File: src/rtl/alu_pkg.sv
// alu_pkg: ALU control codes, ALUOp classes and RV32M op encodings for the EX stage.
// Rev 1.0
`default_nettype none

package alu_pkg;

  typedef enum logic [3:0] {
    ALU_ADD   = 4'd0,
    ALU_SUB   = 4'd1,
    ALU_AND   = 4'd2,
    ALU_OR    = 4'd3,
    ALU_SLL   = 4'd4,
    ALU_SLT   = 4'd5,
    ALU_SLTU  = 4'd6,
    ALU_XOR   = 4'd7,
    ALU_SRL   = 4'd8,
    ALU_SRA   = 4'd9,
    ALU_PASSB = 4'd10
  } alu_ctrl_e;

  localparam logic [1:0] ALUOP_ADD    = 2'b00;
  localparam logic [1:0] ALUOP_BRANCH = 2'b01;
  localparam logic [1:0] ALUOP_ARITH  = 2'b10;
  localparam logic [1:0] ALUOP_PASSB  = 2'b11;

  typedef enum logic [2:0] {
    MD_MUL    = 3'd0,
    MD_MULH   = 3'd1,
    MD_MULHSU = 3'd2,
    MD_MULHU  = 3'd3,
    MD_DIV    = 3'd4,
    MD_DIVU   = 3'd5,
    MD_REM    = 3'd6,
    MD_REMU   = 3'd7
  } md_op_e;

  localparam logic [6:0] FN7_MULDIV = 7'b0000001;

  typedef enum logic [1:0] {
    ST_IDLE = 2'd0,
    ST_CALC = 2'd1,
    ST_DONE = 2'd2
  } md_state_e;

endpackage

`default_nettype wire

File: src/rtl/md_iter_core.sv
// md_iter_core: iterative RV32M engine (shift-add multiply, restoring divide) with its FSM.
// Rev 1.0
`default_nettype none

module md_iter_core #(
  parameter int WIDTH = 32,
  parameter int STEPS = 1
) (
  input  logic                    clk,
  input  logic                    rst,
  input  logic                    start,
  input  logic                    flush,
  input  alu_pkg::md_op_e         op,
  input  logic [WIDTH-1:0]        a,
  input  logic [WIDTH-1:0]        b,
  output logic                    idle,
  output logic                    calc,
  output logic                    done,
  output logic [WIDTH-1:0]        result
);
  import alu_pkg::*;

  localparam int ITERS = WIDTH / STEPS;
  localparam int CNT_W = $clog2(ITERS + 1);
  localparam logic [WIDTH-1:0] MOST_NEG = {1'b1, {(WIDTH-1){1'b0}}};

  md_state_e         state, state_nx;
  logic [CNT_W-1:0]  count;
  logic [WIDTH-1:0]  hi, lo, bmag, held;
  md_op_e            op_q;
  logic              neg_q, neg_r;

  logic              a_signed, b_signed, a_neg, b_neg, div_zero, div_ovf, shortcut;
  logic [WIDTH-1:0]  a_abs, b_abs;

  always_comb begin
    a_signed = op inside {MD_MUL, MD_MULH, MD_MULHSU, MD_DIV, MD_REM};
    b_signed = op inside {MD_MUL, MD_MULH, MD_DIV, MD_REM};
    a_neg    = a_signed & a[WIDTH-1];
    b_neg    = b_signed & b[WIDTH-1];
    a_abs    = a_neg ? -a : a;
    b_abs    = b_neg ? -b : b;
    div_zero = (op inside {MD_DIV, MD_DIVU, MD_REM, MD_REMU}) && (b == '0);
    div_ovf  = (op inside {MD_DIV, MD_REM}) && (a == MOST_NEG) && (b == '1);
    shortcut = div_zero | div_ovf;
  end

  // hi holds the running product high half / partial remainder, lo the multiplier / quotient
  logic [WIDTH-1:0] hi_it, lo_it;
  logic [WIDTH:0]   trial, sum;

  always_comb begin
    hi_it = hi;
    lo_it = lo;
    trial = '0;
    sum   = '0;
    for (int s = 0; s < STEPS; s++) begin
      if (op_q inside {MD_DIV, MD_DIVU, MD_REM, MD_REMU}) begin
        trial = {hi_it, lo_it[WIDTH-1]};
        if (trial >= {1'b0, bmag}) begin
          hi_it = trial[WIDTH-1:0] - bmag;
          lo_it = {lo_it[WIDTH-2:0], 1'b1};
        end else begin
          hi_it = trial[WIDTH-1:0];
          lo_it = {lo_it[WIDTH-2:0], 1'b0};
        end
      end else begin
        sum            = {1'b0, hi_it} + (lo_it[0] ? {1'b0, bmag} : '0);
        {hi_it, lo_it} = {sum, lo_it[WIDTH-1:1]};
      end
    end
  end

  logic [WIDTH-1:0] q_fix, h_fix, r_fix, res_fix;

  always_comb begin
    q_fix = neg_q ? -lo : lo;
    h_fix = neg_q ? (~hi + WIDTH'(lo == '0)) : hi;
    r_fix = neg_r ? -hi : hi;
    case (op_q)
      MD_MUL, MD_DIV, MD_DIVU:        res_fix = q_fix;
      MD_MULH, MD_MULHSU, MD_MULHU:   res_fix = h_fix;
      default:                        res_fix = r_fix;
    endcase
  end

  always_comb begin
    state_nx = state;
    case (state)
      ST_IDLE: if (start) state_nx = shortcut ? ST_DONE : ST_CALC;
      ST_CALC: begin
        if (flush)                        state_nx = ST_IDLE;
        else if (count == CNT_W'(1))      state_nx = ST_DONE;
      end
      ST_DONE: state_nx = ST_IDLE;
      default: state_nx = ST_IDLE;
    endcase
  end

  always_ff @(posedge clk) begin
    if (rst) begin
      state <= ST_IDLE;
      count <= '0;
      hi    <= '0;
      lo    <= '0;
      bmag  <= '0;
      held  <= '0;
      op_q  <= MD_MUL;
      neg_q <= 1'b0;
      neg_r <= 1'b0;
    end else begin
      state <= state_nx;
      if (state == ST_IDLE && start) begin
        op_q  <= op;
        count <= CNT_W'(ITERS);
        bmag  <= b_abs;
        if (shortcut) begin
          // final values preloaded; the DONE cycle only selects between them
          hi    <= div_zero ? a : '0;
          lo    <= div_zero ? '1 : MOST_NEG;
          neg_q <= 1'b0;
          neg_r <= 1'b0;
        end else begin
          hi    <= '0;
          lo    <= a_abs;
          neg_q <= a_neg ^ b_neg;
          neg_r <= a_neg;
        end
      end else if (state == ST_CALC && !flush) begin
        hi    <= hi_it;
        lo    <= lo_it;
        count <= count - CNT_W'(1);
      end
      if (state == ST_DONE && !flush) held <= res_fix;
    end
  end

  assign idle   = (state == ST_IDLE);
  assign calc   = (state == ST_CALC);
  assign done   = (state == ST_DONE) & ~flush & ~rst;
  assign result = done ? res_fix : held;

endmodule

`default_nettype wire

File: src/rtl/alu_decode_md.sv
// alu_decode_md: EX-stage ALU control decoder with RV32M detection and pipeline stall glue.
// Rev 1.0
`default_nettype none

module alu_decode_md #(
  parameter int WIDTH  = 32,
  parameter int STEPS  = 1,
  parameter int CTRL_W = 4
) (
  input  logic              clk,
  input  logic              rst,
  input  logic [1:0]        ALUOp,
  input  logic [6:0]        opcode,
  input  logic [2:0]        fn3,
  input  logic [6:0]        fn7,
  input  logic              ex_valid,
  input  logic              flush,
  input  logic [WIDTH-1:0]  src_a,
  input  logic [WIDTH-1:0]  src_b,
  output logic [CTRL_W-1:0] alu_ctrl,
  output logic              is_md,
  output logic              stall,
  output logic              md_done,
  output logic [WIDTH-1:0]  md_result
);
  import alu_pkg::*;

  alu_ctrl_e ctrl;
  logic      core_idle, core_calc, accept;
  logic      unused_opcode;

  assign unused_opcode = ^{opcode[6], opcode[4:0]};
  assign is_md = (ALUOp == ALUOP_ARITH) && opcode[5] && (fn7 == FN7_MULDIV);

  always_comb begin
    ctrl = ALU_ADD;
    case (ALUOp)
      ALUOP_ADD:   ctrl = ALU_ADD;
      ALUOP_PASSB: ctrl = ALU_PASSB;
      ALUOP_BRANCH: begin
        case (fn3)
          3'b000, 3'b001: ctrl = ALU_SUB;
          3'b100, 3'b101: ctrl = ALU_SLT;
          3'b110, 3'b111: ctrl = ALU_SLTU;
          default:        ctrl = ALU_ADD;
        endcase
      end
      default: begin
        if (!is_md) begin
          case (fn3)
            3'b000:  ctrl = (opcode[5] && fn7[5]) ? ALU_SUB : ALU_ADD;
            3'b001:  ctrl = ALU_SLL;
            3'b010:  ctrl = ALU_SLT;
            3'b011:  ctrl = ALU_SLTU;
            3'b100:  ctrl = ALU_XOR;
            3'b101:  ctrl = fn7[5] ? ALU_SRA : ALU_SRL;
            3'b110:  ctrl = ALU_OR;
            default: ctrl = ALU_AND;
          endcase
        end
      end
    endcase
  end

  assign alu_ctrl = CTRL_W'(ctrl);

  // the accept-cycle stall is combinational so IF/ID hold before the engine leaves IDLE
  assign accept = ex_valid & is_md & ~flush & core_idle;
  assign stall  = ~rst & (accept | (core_calc & ~flush));

  md_iter_core #(
    .WIDTH (WIDTH),
    .STEPS (STEPS)
  ) u_core (
    .clk    (clk),
    .rst    (rst),
    .start  (accept),
    .flush  (flush),
    .op     (md_op_e'(fn3)),
    .a      (src_a),
    .b      (src_b),
    .idle   (core_idle),
    .calc   (core_calc),
    .done   (md_done),
    .result (md_result)
  );

endmodule

`default_nettype wire

File: config.mk
export PLATFORM = sky130hd
export DESIGN_NAME = alu_decode_md
export DESIGN_NICKNAME = d
export VERILOG_FILES = /design/src/rtl/alu_pkg.sv /design/src/rtl/md_iter_core.sv /design/src/rtl/alu_decode_md.sv
export SDC_FILE = /design/constraint.sdc
export NUM_CORES = 1
export LEC_CHECK = 0
export CORE_UTILIZATION = 40
export CTS_CLUSTER_SIZE = 25
export DETAILED_ROUTE_END_ITERATION = 16
export HOLD_SLACK_MARGIN = 0.08
export SLEW_MARGIN = 20
export SYNTH_ARGS = -nofsm -noshare
export SYNTH_HDL_FRONTEND = slang
export SYNTH_SLANG_ARGS = --single-unit
export TNS_END_PERCENT = 30
File: constraint.sdc
create_clock -name clk -period 5.3 [get_ports clk]
set_input_delay 0.53 -clock clk [delete_from_list [all_inputs] [get_ports clk]]
set_output_delay 0.53 -clock clk [all_outputs]
set_load 0.01 [all_outputs]
==> impl_metrics.toml, run 1 <==
[status]
status = "finished, violations left"
violations = "negative setup slack"

[setup_path]
crit_slowest_cell = "or4b_4"
cp.depth = 15
path_class = "flop to primary output"
regToRegSetupSlack_ps = 20
slowest_delay_ps = 510
crit_buf_inv = 3
cp.arrival_ps = 4800
worst-path-max-fanout = 4
critical-path-top-delay-family = "simple AND/OR/NAND/NOR gates"
start_kind = "flop"
reg2reg_to = "u_core.held[16]"
reg2reg_from = "u_core.lo[23]"
r2r_cells = 25
crit_chain = "or3_4 -> or3_4 -> or4_4 -> nor3_2 -> buf_4 -> ha_4 -> or4b_4 -> or4b_4 -> buf_4 -> o21a_1 -> a221oi_1 -> o22ai_2 -> nand2_1 -> nand2_1 -> clkdlybuf4s50_1"
end_kind = "primary output"
cp_data_required_time_ps = 4770

[synthesis]
yosysTopAreaCellShare = 0.1955
synthArstFlopShare = 0
synthDistinctLibCells = 89
synth_warnings = 0
synthTopCellsByCount = "nor2_1, nand2_1, a21oi_1, dfxtp_1, o21ai_0"
synth_top_area_cell = "dfxtp_1"
avgSynthCellArea_sq_um = 7.110
yosysMostFrequentCell = "nor2_1"
synth_cells = 2031
synth_area_sq_um = 14440
synth_edf_count = 0
synthFlopType = "dfxtp_1"
ys_ff_latch = 141
synth-seq-area-share = 0.1955
synthTopCellsByArea = "dfxtp_1, ha_1, nor2_1"
synthesis.nets = 2193

[cts]
cts_tree = "done"
cts_sinks = 141
path_clk_slew_ps = 70
htreeDepth = 4
cts_buffers = 17
clkLatencyLatePin_ps = 470
postCtsHoldBufs = 0
clockBufferDepth = 2
clock-root-buffer = "clkbuf_16"

[grt]
grt_usage = 0.3272
grt_max_degree = 69
grt_pass1_vias = 15270
overflow = 0
antenna_found_initial = 0
grt_pass1_wl_mm = 91.51

[route]
first_iter_violations = 1706
wl_per_cell_microns = 23.44
drc_errors = 0
viasPerCell = 6.389
ant_nets = 0
wirelength_mm = 60.51
vias = 16500
drt_first_pass_iters = 7

[sta]
fmax_mhz = 187.5
setup_violations = 3
finalWorstSetupSlack_ps = -33.97
fin_skew_ps = 12.12
timing_hold_violations_final = 0
tns_ps = -46.58
maxSlewHeadroom = 0.2259
finalMaxSlewViolations = 0
tightest_slew_ps = 1160
grt_setup_unrepaired = "yes"
period_minus_slack_ps = 5334
post-route-period-util = 1.006

[place]
gp_congestion = 0.9894
dpl_worst_slack_ps = 161.7
port-buffer-count = 119
place.detailed.hpwl_mm = 45.99
placed_cell_area_sq_um = 16140
dp.cells = 2531

[final_layout]
fillCellCount = 3601
drive_above_1_share = 0.09571
seq_area_sq_um = 2826
antenna_cells = 0
fin_cells = 2582
fin_area_sq_um = 17060
area_delta_synth_final_pct = 18.13
multi_input_area_sq_um = 10940
nets = 2270

[power]
leakage_nw = 6.927
power.switching_mw = 0.6943
pwr-share-seq = 0.406
p_comb_frac = 0.103
power_density_nw_per_um2 = 153.1
power.internal_mw = 1.917
peakVddDrop_mv = 0.2082
p_sw_frac = 0.2658
pwr-share-clk = 0.491

[floorplanning]
core_area_sq_um = 35570
io_pins = 126
die_x_microns = 192
rows = 69
die_y_microns = 192
die_area_sq_um = 36860
initial_core_util = 0.4060

[worst_hold_path]
holdCritStartpoint = "u_core.held[14]"
whs_endpoint = "u_core.held[14]"
min_delay_path_depth = 2
hp-class = "flop to flop"

[flow_run]
drv_cap = 0
[worst reg2reg max path: stages (launching register included)]
cell	delay, ps
dfxtp_2	320
or3_4	380
or3_4	330
or4_4	430
nor3_2	160
buf_4	160
ha_4	120
or4b_4	480
or4b_4	510
o31a_1	300
buf_4	150
a21oi_2	110
xnor2_1	70
a222oi_1	240
nor2_1	110
buf_4	170
buf_6	100
buf_6	100
buf_6	100
buf_6	100
buf_4	120
buf_4	120
buf_4	120
buf_4	120
buf_4	120
a21o_1	140
[worst max path at each step]
stage | endpoint | slack (ps) | startpoint
after floorplan | md_result[28] | 530 | u_core.lo[3]
after global placement | md_result[28] | 180 | u_core.lo[2]
after detailed placement | md_result[28] | 160 | u_core.lo[2]
after CTS | md_result[28] | -90 | u_core.lo[5]
after global routing | md_result[17] | -230 | u_core.lo[23]
final | md_result[18] | -30 | u_core.lo[23]
[kinds of logic after synthesis]
logic type                 after synthesis  synth area share
buffers and inverters                  214           0.05987
and+or+nand+nor                        742            0.2492
adders and majority gates               75           0.06603
xor gates and xnor gates               162           0.09826
AOI/OAI and AO/OA                      657            0.3030
DFF                                    141            0.1955
muxes                                   40           0.02816
[sequential cells by signal (all words and copies together) (netlist names)]
signal        flops
u_core.bmag      32
u_core.held      32
u_core.hi        32
u_core.lo        32
u_core.count      6
u_core.op_q       3
u_core.state      2
u_core.neg_q      1
u_core.neg_r      1
[final cells by class]
class | instances | area share
Tap cell | 461 | 0.03382
Timing Repair Buffer | 207 | 0.1090
Clock inverter | 15 | 0.01064
Sequential cell | 141 | 0.1657
Multi-Input combinational cell | 1676 | 0.6416
Clock buffer | 17 | 0.02494
Inverter | 65 | 0.01430
[per-stage QoR]
stage | util | hold WS [ps] | total power [mW]
floorplan | - | 422.6 | 1.201
global placement | 0.4536 | 429.4 | 1.344
detailed placement | 0.4537 | 433.5 | 1.346
CTS | 0.4753 | 443.7 | 2.618
global route | 0.4796 | 455.9 | 2.679
finish | 0.4796 | 441.4 | 2.612
[repair_timing]
| item | 4_1_cts | 5_1_grt |
|---|---|---|
| gates resized for setup | 24 | 35 |
| endpoints found under the hold margin | 0 | 0 |
| setup endpoints to repair | 14 | 23 |
| buffers inserted | 15 | 4 |
| pin swaps | 7 | 8 |
[per-layer routing]
metal | track usage | part of all wire | vias up
met5 | 0 | 0 | -
met4 | 0.1551 | 0.048 | 0
met3 | 0.04933 | 0.083 | 174
met2 | 0.5157 | 0.44 | 855
met1 | 0.4353 | 0.43 | 7864
li1 | - | - | 7604
[power by group through the flow]
stage	Clock, mW	Combinational [mW]	Sequential, mW
after CTS	1.29	0.264	1.06
final	1.28	0.268	1.06
after global routing	1.34	0.284	1.06
after global placement	0	0.260	1.08
after floorplan	0	0.118	1.08
after detailed placement	0	0.262	1.08
[layout by cell type (no fill, tap or decap), types with 23 or more instances in the layout]
cell type / n
clkdlybuf4s50_1: 108
nand3_1: 33
o22ai_1: 27
a211oi_1: 54
a221oi_1: 38
nand2_1: 233
a21o_1: 46
ha_1: 72
o21ai_0: 119
buf_4: 85
a22oi_1: 27
o31ai_1: 23
a21oi_1: 164
xnor2_1: 79
inv_1: 65
xor2_1: 83
mux2i_1: 35
dfxtp_1: 138
nor4_1: 24
nor2_1: 237
nor3_1: 51
nand4_1: 30
Note: power is estimated with default switching activity, not from simulation.
==> run 2, diff against run 1 <==
- SKIP_CTS_REPAIR_TIMING: unset -> 1
- clock period: 5.3 -> 6.5 ns (I/O delays scaled with it)
==> run 2 against run 1 <==
Compared with the run above: the run now ends clean; core utilization down 1.6 points; register-to-register slack better by 1700 ps; routed wire length grew 0.40%; clock skew grew 1.1 ps; total power is 18% lower.
==> impl_metrics.toml, run 2 (same netlist as run 1, synthesis figures left out) <==
[setup_path]
cp.arrival_ps = 5650
start_kind = "flop"
worst-path-max-fanout = 8
cp_data_required_time_ps = 5850
regToRegSetupSlack_ps = 1690
path_class = "flop to primary output"
end_kind = "primary output"

[sta]
maxSlewHeadroom = 0.2184
fin_skew_ps = 13.25
grt_setup_unrepaired = "no"
post-route-period-util = 0.9689
tightest_slew_ps = 1168
tns_ps = 0
timing_hold_violations_final = 0
period_minus_slack_ps = 6298
setup_violations = 0
finalMaxSlewViolations = 0
fmax_mhz = 158.8

[route]
drt_first_pass_iters = 8
ant_nets = 0
wirelength_mm = 60.75
vias = 16100
wl_per_cell_microns = 24.09
drc_errors = 0
viasPerCell = 6.384
first_iter_violations = 1715

[power]
power.switching_mw = 0.5366
leakage_nw = 6.474
p_comb_frac = 0.102
p_sw_frac = 0.2515
pwr-share-clk = 0.493
power_density_nw_per_um2 = 129.5
power.internal_mw = 1.597
pwr-share-seq = 0.405
peakVddDrop_mv = 0.1656

[final_layout]
mostFrequentLayoutCells = "nor2_1, nand2_1, a21oi_1, dfxtp_1, o21ai_0"
final_common_cell = "nor2_1"
area_delta_synth_final_pct = 14.11
nets = 2210
final_util = 0.4632
drive_above_1_share = 0.05631
fillCellCount = 3724

[grt]
grt_max_degree = 75
overflow = 0
grt_pass1_wl_mm = 91.29
grt_pass1_vias = 14930
grt_usage = 0.3282
antenna_found_initial = 2

[floorplanning]
rows = 69
die_area_sq_um = 36860
die_x_microns = 192
initial_core_util = 0.4060
die_y_microns = 192
io_pins = 126
core_area_sq_um = 35570

[cts]
clockBufferDepth = 2
htreeDepth = 4
clkLatencyLatePin_ps = 450
path_clk_slew_ps = 60
cts_sinks = 141
cts_buffers = 17
clock-root-buffer = "clkbuf_16"
cts_tree = "done"

[flow_run]
drv_cap = 0

[status]
status = "finished clean"

[place]
gp_congestion = 1.003
port-buffer-count = 119
place.detailed.hpwl_mm = 45.49

[worst_hold_path]
hp-class = "flop to flop"
-- run 2: cell types whose count changed in the layout (fill, tap and decap cells not counted), sizes merged, moves of 2 or more --
| cell | previous run | this run |
|---|---|---|
| dlygate4sd2 | 2 | 0 |
| dlymetal6s2s | 5 | 0 |
| inv | 71 | 65 |
| clkbuf | 18 | 22 |
| buf | 91 | 29 |
| clkdlybuf4s50 | 108 | 118 |
-- run 2: power groups by stage --
stage          Clock, mW  Combinational, mW  Sequential, mW
2_1_floorplan          0             0.0958           0.884
4_1_cts             1.07              0.214           0.865
3_3_place_gp           0              0.212           0.884
3_5_place_dp           0              0.213           0.884
6_report            1.05              0.217           0.865
5_1_grt             1.10              0.230           0.864
-- run 2: routing by layer --
| metal | vias up | share of wire | GRT usage |
|---|---|---|---|
| li1 | 7482 | - | - |
| met1 | 7667 | 0.44 | 0.4418 |
| met2 | 814 | 0.44 | 0.5128 |
| met3 | 135 | 0.080 | 0.05372 |
| met4 | 2 | 0.041 | 0.1442 |
| met5 | - | 0.00021 | 0 |
-- run 2: cell type report --
| class | count | area (sq um) | area share |
|---|---|---|---|
| antenna | 1 | 2.502 | 0.0001519 |
| clock buffer | 22 | 484.2 | 0.02939 |
| clock inverter | 9 | 135.1 | 0.008201 |
| inverter | 65 | 244.0 | 0.01481 |
| multi-input combinational | 1676 | 10810 | 0.6561 |
| sequential | 141 | 2825 | 0.1715 |
| tap | 461 | 576.8 | 0.03501 |
| timing repair buffer | 147 | 1399 | 0.08490 |
-- run 2: stage by stage --
step                setup WS (ps)  cells  cell area, sq um  total power, mW  hold WS, ps
floorplan                    1613   2031             14440           0.9795        422.6
global placement            381.0   2489             15820            1.096        430.6
detailed placement          359.7   2490             15830            1.097        433.4
CTS                        -144.6   2521             16450            2.144        443.9
global route                74.05   2521             16470            2.194        457.6
finish                      202.4   2522             16480            2.133        441.9
-- run 2: final timing paths --
kind | end | cells past startpoint | start
hold reg to reg | u_core.held[8] | 2 | u_core.held[8]
setup reg to reg | u_core.held[28] | 15 | u_core.lo[2]
setup / recovery | md_result[28] | 16 | u_core.lo[2]
hold / removal | u_core.held[8] | 2 | u_core.held[8]
-- run 2: critical path, cell delays in order, from the launching register on --
cell,delay [ps]
dfxtp_1,400
or4_4,620
nor4b_4,250
nor4b_4,340
nand3_2,230
nor3_4,330
ha_1,210
or4b_1,490
or4b_4,570
o31a_1,320
a21oi_1,160
xor2_1,150
o22ai_1,90
a21oi_1,270
nor2_1,90
a21o_1,180
clkdlybuf4s50_1,470
==> run 3, diff against run 2 <==
- CAP_MARGIN: unset -> 20
- PLACE_DENSITY: unset -> 0.64
==> run 3 against run 2 <==
Compared with the run above: register-to-register slack improved by 80 ps; sequential power about the same; first-iteration DRC count increased by 12%; clock power is 7% lower; final cell count down 0.12%; global-route usage decreased by 1.6 points; highest routed layer is now met4; core utilization down 0.27 points; clock skew is 2.4 ps lower.
==> impl_metrics.toml, run 3 (same netlist as run 1, synthesis figures left out) <==
[place]
gp_congestion = 1.001
port-buffer-count = 119
placed_cell_area_sq_um = 15800
place.detailed.hpwl_mm = 43.27

[setup_path]
cp_data_required_time_ps = 5850
slowest_delay_ps = 610
end_kind = "primary output"
start_kind = "flop"
crit_slowest_cell = "or4_4"
critical-path-top-delay-family = "simple AND/OR/NAND/NOR gates"
path_class = "flop to primary output"
worst-path-max-fanout = 8
crit_chain = "or4_4 -> nor4b_4 -> nor4b_2 -> nand3_1 -> nor3_1 -> ha_1 -> or4b_1 -> or4b_1 -> o31a_1 -> a21oi_1 -> xnor2_1 -> a222oi_1 -> nor2_1 -> a21o_1 -> clkdlybuf4s50_1"
cp_common_cell = "or4b_1"
cp.arrival_ps = 5540
crit_buf_inv = 1

[cts]
clockBufferDepth = 2
cts_sinks = 141
clock-root-buffer = "clkbuf_16"
htreeDepth = 4
cts_buffers = 17
path_clk_slew_ps = 60
cts_tree = "done"
clkLatencyLatePin_ps = 450

[final_layout]
nets = 2206
area_delta_synth_final_pct = 13.43
drive_above_1_share = 0.05348
mostFrequentLayoutCells = "nor2_1, nand2_1, a21oi_1, dfxtp_1, o21ai_0"
fillCellCount = 3649
final_common_cell = "nor2_1"
fin_area_sq_um = 16380
final_util = 0.4605

[sta]
finalMaxSlewViolations = 0
tightest_slew_ps = 1093
grt_setup_unrepaired = "no"
post-route-period-util = 0.9518
tns_ps = 0
fin_skew_ps = 10.87
setup_violations = 0
fmax_mhz = 161.6
maxSlewHeadroom = 0.2687
timing_hold_violations_final = 0
period_minus_slack_ps = 6187

[power]
leakage_nw = 6.405
p_total_mw = 2.060
peakVddDrop_mv = 0.1673
power_density_nw_per_um2 = 125.8

[grt]
grt_pass1_vias = 14620
grt_pass1_wl_mm = 87.95
met2_usage = 0.4892
antenna_found_initial = 0
overflow = 0
busiest_layer = "met2"
grtUsageMet3 = 0.06450
gr-usage-met1 = 0.4152
grt_max_degree = 78
grt_usage = 0.3126

[floorplanning]
die_area_sq_um = 36860
initial_core_util = 0.4060
die_y_microns = 192
die_x_microns = 192
io_pins = 126
rows = 69
core_area_sq_um = 35570

[status]
status = "finished clean"

[route]
viasPerCell = 6.414
vias = 16160
drt_first_pass_iters = 8
first_iter_violations = 1924
drc_errors = 0
wl_per_cell_microns = 23.09
ant_nets = 0
wirelength_mm = 58.16

[worst_hold_path]
hp-class = "flop to flop"

[flow_run]
drv_cap = 0
run 3: worst register-to-register path: cells and delay by family, from the launching register on:
| kind | cells | cell delay, ps |
|---|---|---|
| AND/OR/NAND/NOR | 8 | 2920 |
| AO/OA/AOI/OAI | 5 | 940 |
| flip-flops | 1 | 390 |
| XOR/XNOR | 1 | 150 |
| adder cells (fa/ha/maj) | 1 | 230 |
run 3: metal layers:
metal  up-vias  part of all wire
met5         -                 0
met1      7627              0.43
met2       902              0.44
met3       155             0.092
met4         0             0.041
li1       7472                 -
run 3: area by class of cell:
cell class	instances	area (sq um)	area share
multi-input combinational	1676	10790	0.6587
sequential	141	2825	0.1725
timing repair buffer	143	1369	0.08357
tap	461	576.8	0.03521
clock buffer	24	491.7	0.03002
inverter	65	244.0	0.01490
clock inverter	8	81.33	0.004965
antenna	1	2.502	0.0001528
run 3: worst paths after layout:
check / slack, ps / cells past startpoint / startpoint / to
worst max-delay path: 310 / 15 / u_core.lo[2] / md_result[16]
worst min-delay path: 440 / 2 / u_core.held[10] / u_core.held[10]
worst max register to register: 1770 / 15 / u_core.lo[2] / u_core.held[28]
worst min register to register: 440 / 2 / u_core.held[10] / u_core.held[10]
run 3: where the power goes:
group	leakage [nW]	switching [mW]	internal, mW	total [mW]
registers	1.14	0.000541	0.864	0.865
clock network	0.277	0.413	0.568	0.981
logic	4.99	0.124	0.0900	0.214
total	6.41	0.538	1.52	2.06
run 3: through the flow:
stage | hold WS [ps] | std cells | worst slack (ps)
2_1_floorplan | 422.6 | 2031 | 1613
3_3_place_gp | 429.8 | 2486 | 878.8
3_5_place_dp | 433.0 | 2486 | 763.2
4_1_cts | 443.3 | 2518 | 290.3
5_1_grt | 453.9 | 2518 | 18.68
6_report | 441.5 | 2519 | 313.4
